### config.mk
export PLATFORM = sky130hd
export DESIGN_NAME = wb_grf
export DESIGN_NICKNAME = d
export VERILOG_FILES = /design/src/rtl/wb_grf_pkg.sv /design/src/rtl/grf_array.sv /design/src/rtl/wb_grf.sv
export SDC_FILE = /design/constraint.sdc
export NUM_CORES = 2
export LEC_CHECK = 0
export ABC_CLOCK_PERIOD_IN_PS = 6900
export CAP_MARGIN = 30
export CELL_PAD_IN_SITES_DETAIL_PLACEMENT = 0
export CELL_PAD_IN_SITES_GLOBAL_PLACEMENT = 2
export CORE_MARGIN = 4
export CORE_UTILIZATION = 49
export DETAILED_ROUTE_END_ITERATION = 16
export DONT_BUFFER_PORTS = 1
export PLACE_DENSITY_LB_ADDON = 0.1
export SLEW_MARGIN = 15
export SYNTH_ARGS = -nofsm -noshare
export SYNTH_HDL_FRONTEND = slang
export SYNTH_SLANG_ARGS = --single-unit
### constraint.sdc
create_clock -name clk -period 6.9 [get_ports clk]
set_input_delay 1.38 -clock clk [delete_from_list [all_inputs] [get_ports clk]]
set_output_delay 1.38 -clock clk [all_outputs]
set_load 0.02 [all_outputs]
### src/rtl/wb_grf_pkg.sv
// Shared encodings and sizes for the writeback-stage general register file.
// Select fields come straight from the decoder as 2-bit codes.
package wb_grf_pkg;

   localparam int NUM_REGS = 32;
   localparam int XLEN     = 32;
   localparam int AW       = $clog2(NUM_REGS);

   typedef enum logic [1:0] {
      A3SEL_RT   = 2'd0,
      A3SEL_RD   = 2'd1,
      A3SEL_RA   = 2'd2,
      A3SEL_NONE = 2'd3
   } a3sel_e;

   typedef enum logic [1:0] {
      WDSEL_ALU  = 2'd0,
      WDSEL_DM   = 2'd1,
      WDSEL_PC8  = 2'd2,
      WDSEL_ZERO = 2'd3
   } wdsel_e;

endpackage

### src/rtl/grf_array.sv
// 32x32 register storage: one write port, two asynchronous read ports.
// Register 0 has no storage and always reads zero.
module grf_array
   import wb_grf_pkg::*;
(
   input  logic            clk,
   input  logic            rst_n_i,
   input  logic            we_i,
   input  logic [AW-1:0]   waddr_i,
   input  logic [XLEN-1:0] wdata_i,
   input  logic [AW-1:0]   raddr1_i,
   input  logic [AW-1:0]   raddr2_i,
   output logic [XLEN-1:0] rdata1_o,
   output logic [XLEN-1:0] rdata2_o
);

   logic [XLEN-1:0] mem_q [1:NUM_REGS-1];

   genvar gi;
   generate
      for (gi = 1; gi < NUM_REGS; gi++) begin : g_reg
         always_ff @(posedge clk) begin
            if (!rst_n_i) begin
               mem_q[gi] <= '0;
            end else if (we_i && (waddr_i == AW'(gi))) begin
               mem_q[gi] <= wdata_i;
            end
         end
      end
   endgenerate

   always_comb begin
      rdata1_o = '0;
      rdata2_o = '0;
      if (raddr1_i != '0) rdata1_o = mem_q[raddr1_i];
      if (raddr2_i != '0) rdata2_o = mem_q[raddr2_i];
   end

endmodule

### src/rtl/wb_grf.sv
// Writeback-stage register file: destination/data select decode, internal
// write-before-read bypass, and a count of retired register writes.
module wb_grf
   import wb_grf_pkg::*;
(
   input  logic            clk,
   input  logic            reset,
   input  logic [XLEN-1:0] W_IF,
   input  logic [XLEN-1:0] W_PCadd4,
   input  logic [XLEN-1:0] W_ALUout,
   input  logic [XLEN-1:0] W_DMout,
   input  logic [1:0]      W_A3sel,
   input  logic [1:0]      W_WDsel,
   input  logic            W_GRFEn,
   input  logic [AW-1:0]   D_A1,
   input  logic [AW-1:0]   D_A2,
   output logic [XLEN-1:0] RD1,
   output logic [XLEN-1:0] RD2,
   output logic [AW-1:0]   W_A3,
   output logic [XLEN-1:0] W_WD,
   output logic            W_WE,
   output logic [XLEN-1:0] wb_count
);

   logic [XLEN-1:0] store_rd1;
   logic [XLEN-1:0] store_rd2;
   logic [XLEN-1:0] wb_count_q;
   logic [XLEN-1:0] wb_count_d;

   always_comb begin
      W_A3 = '0;
      case (a3sel_e'(W_A3sel))
         A3SEL_RT:   W_A3 = W_IF[20:16];
         A3SEL_RD:   W_A3 = W_IF[15:11];
         A3SEL_RA:   W_A3 = AW'(NUM_REGS - 1);
         A3SEL_NONE: W_A3 = '0;
         default:    W_A3 = '0;
      endcase
   end

   // Link value is the address after the delay slot, hence PC+8.
   always_comb begin
      W_WD = '0;
      case (wdsel_e'(W_WDsel))
         WDSEL_ALU:  W_WD = W_ALUout;
         WDSEL_DM:   W_WD = W_DMout;
         WDSEL_PC8:  W_WD = W_PCadd4 + XLEN'(4);
         WDSEL_ZERO: W_WD = '0;
         default:    W_WD = '0;
      endcase
   end

   // Reset gates the strobe, which also disables the bypass and the count.
   assign W_WE = W_GRFEn & (W_A3 != '0) & reset;

   grf_array u_grf_array (
      .clk      (clk),
      .rst_n_i  (reset),
      .we_i     (W_WE),
      .waddr_i  (W_A3),
      .wdata_i  (W_WD),
      .raddr1_i (D_A1),
      .raddr2_i (D_A2),
      .rdata1_o (store_rd1),
      .rdata2_o (store_rd2)
   );

   always_comb begin
      RD1 = store_rd1;
      RD2 = store_rd2;
      if (W_WE && (D_A1 == W_A3)) RD1 = W_WD;
      if (W_WE && (D_A2 == W_A3)) RD2 = W_WD;
   end

   assign wb_count_d = W_WE ? wb_count_q + XLEN'(1) : wb_count_q;

   always_ff @(posedge clk) begin
      if (!reset) begin
         wb_count_q <= '0;
      end else begin
         wb_count_q <= wb_count_d;
      end
   end

   assign wb_count = wb_count_q;

endmodule

==> qor.txt <==
area leader, netlist -> edfxtp_1
grt met2 use -> 57.7%
average wire per cell in the routed design -> 38.3 µm
largest net degree at the start of global routing -> 282
CTS tree -> built
ys flop type -> edfxtp_1
synthesized area -> 0.0537 mm²
syn_nets -> 4,342
global route overflow -> 0
Initial Utilization -> 49.4%
post-synthesis average cell area -> 12.8 µm²
DRC -> 0
CTS sink cnt -> 1,024
fin. max-slew vios -> 0
final number of setup-violating endpoints -> 0
CP dominant cell by count -> buf_4
Global Route Usage Sum -> 36.1%
Tot Pwr -> 15.2 mW
Slew HR -> 25.7%
Die H -> 339 µm
most used routing layer -> met2
floorplan core area -> 0.109 mm²
Slowest-stage cell, CP -> or4_2
cts repair resizes -> 0
Die ar. -> 0.115 mm²
total number of vias -> 39,342
R2R depth -> 5
worst hold slack -> 0.604 ns
post-route minimum period -> 5.91 ns
pre-CTS setup slack -> 1.09 ns
clk_lat worst skew -> 0.70 ns
Max Freq -> 169 MHz
Max Cap Viol -> 0
crit end category -> output port
pwr dens -> 257 mW/mm²
Nets -> 4,181
clk slew on worst S/H paths -> 0.06 ns
P_leak -> 19.9 nW
post-synth cell types -> 66
root buffer cell -> clkbuf_16
Routed WL -> 212,000 µm
Cells after Synth -> 4,195
H-tree levels -> 3
Hold Buf Count CTS -> 0
EDFF count, synth -> 992
setup ws final -> 0.991 ns
CP Max Fanout -> 25
FF+latch count, synth -> 1,024
width of the chip -> 339 µm
CTS buffer count -> 112
Hold Path Depth -> 2
GR Util met3 -> 9.36%
setup bufs post-CTS -> 0
Via-to-Cell Ratio -> 7.10
Area after DPL -> 0.0557 mm²
Detail Route Antenna Nets -> 0
Syn-to-layout area delta -> 10.5%
status -> completed
Critical Path RT -> 5.52 ns
Final Hold Fails -> 0
Post-Layout Cell Count -> 5,542
Worst EP arrival -> 4.53 ns
Port Buffer Count -> 0
asr flop ratio synth -> 0%
share of layout cells above drive strength 1 -> 21.1%
Setup Skew -> 0.00913 ns
final worst-path cycle share -> 85.6%
# fillers -> 9,089
Worst Max-Slew Pin Slew -> 1.11 ns
top-level port count -> 279
iteration-0 DRC count of the detailed router -> 5,438
post-synthesis sequential area ratio -> 56.6%
synth top area cells -> edfxtp_1 (55%), mux4_2 (18%), nor2_1 (7.8%), a22oi_1 (2.9%), mux2i_1 (2.4%)
dpl cells -> 5,331
initial antenna violation count -> 7
RSZ-0062 raised after global routing -> false
# rows -> 121
Yosys warning count -> 0
First-pass DRT Iterations -> 5
worst hold path class -> register to register
Placer Congestion -> 0.870
global-route wire length before repair -> 293,000 µm
GRT met1 Usage -> 45.8%
Crit Path Class -> input pin to output port
Synth top area share -> 55.4%
design area -> 0.0594 mm²
Startpoint Class -> input pin
number of global-route vias before repair -> 38,929
Max Root-Sink Buffers -> 3
maximum VDD drop -> 0.000185 V
Post-DP HPWL -> 120,000 µm
CP max stage delay -> 1.07 ns
Final Util -> 54.6%
critical path, cell by cell -> nand3b_1 -> nand2_1 -> o311ai_2 -> buf_4 -> or4_2 -> o31ai_4 -> buf_4 -> o22ai_1 -> buf_4
Setup TNS -> 0 ns
[cell families (layout without fill, tap and decap cells)]
| group | Yosys count | after routing | share of synthesized area, % |
|---|---|---|---|
| xor+xnor | 53 | 53 | 0.864 |
| simple gates | 1463 | 1463 | 11.1 |
| buf+inv | 482 | 413 | 3.64 |
| flops | 1024 | 1024 | 56.6 |
| mux | 569 | 569 | 20.5 |
| compound gates | 602 | 602 | 7.20 |
| other cells | 0 | 2 | 0 |
| fa+ha+maj | 2 | 2 | 0.0466 |
[cells in the mapped netlist (all sizes together), types with 3 or more instances]
cell / count
a211o: 3
a211oi: 31
a21boi: 10
a21o: 3
a21oi: 206
a221oi: 3
a22oi: 209
a31oi: 4
and2: 25
and3: 6
and4: 3
buf: 115
clkbuf: 313
clkinv: 3
dfxtp: 32
edfxtp: 992
inv: 51
mux2: 16
mux2i: 128
mux4: 425
nand2: 159
nand2b: 6
nand3: 33
nand3b: 7
nand4: 21
nor2: 1115
nor2b: 24
nor3: 23
nor4: 15
o21ai: 32
o21bai: 5
o22ai: 78
o311ai: 3
o31ai: 3
or2: 5
or3: 9
or4: 7
xnor2: 30
xor2: 23
[report_power, final]
part,internal [mW],switching [mW],total (mW)
clock network,3.46,2.57,6.03
logic,0.720,1.18,1.90
registers,7.14,0.162,7.30
[final cells by class]
| type | instances | area (µm²) | area share [%] |
|---|---|---|---|
| Sequential cell | 1024 | 30400 | 51.2 |
| Multi-Input combinational cell | 2689 | 22000 | 37.0 |
| Clock buffer | 133 | 2930 | 4.94 |
| Tap cell | 1414 | 1770 | 2.98 |
| Timing Repair Buffer | 153 | 1410 | 2.37 |
| Clock inverter | 73 | 682 | 1.15 |
| Inverter | 54 | 203 | 0.341 |
| Antenna cell | 2 | 5.00 | 0.00843 |
[critical path: cells and delay by family]
| family | cells | cell delay [ns] |
|---|---|---|
| buffers and inverters | 3 | 0.81 |
| AOI/OAI and AO/OA | 3 | 0.55 |
| and+or+nand+nor | 3 | 1.74 |
[final timing paths]
| path | from | to | slack, ns |
|---|---|---|---|
| worst max-delay path | W_A3sel[1] | RD2[17] | 0.99 |
| worst min-delay path | wb_count[1] | wb_count[1] | 0.60 |
| worst max register to register | wb_count[3] | wb_count[31] | 4.27 |
| worst min register to register | wb_count[1] | wb_count[1] | 0.60 |
[sequential cells by signal, summed over array words and instances (netlist names)]
name,flops
wb_count,32
u_grf_array.mem_q,992
[layout by cell type (no fill, tap or decap), types with 9 or more instances in the layout]
cell and n:
mux2i_1 128, nand2_2 56, a22oi_1 209, a21boi_0 10, nand2_1 97, edfxtp_1 992, clkinv_1 32, a21oi_1 181
clkbuf_16 113, xor2_1 23, nor2_1 1109, o22ai_1 77, nor2b_1 22, nor3_1 23, buf_12 11, bufinv_16 12
inv_1 50, clkinv_2 23, xnor2_1 30, dfxtp_1 32, mux2_2 16, nand4_1 20, and2_1 24, a21oi_4 25
a211oi_1 31, clkbuf_1 17, or3_1 9, o21ai_0 32, mux4_2 425, buf_4 134, nor4_1 13, nand3_1 33
[routing by layer]
layer	up-vias	part of all wire (%)
li1	15554	-
met1	20295	34
met2	2879	47
met3	610	13
met4	4	6.2
met5	-	0.013
Power figures use the tool's default switching activity.
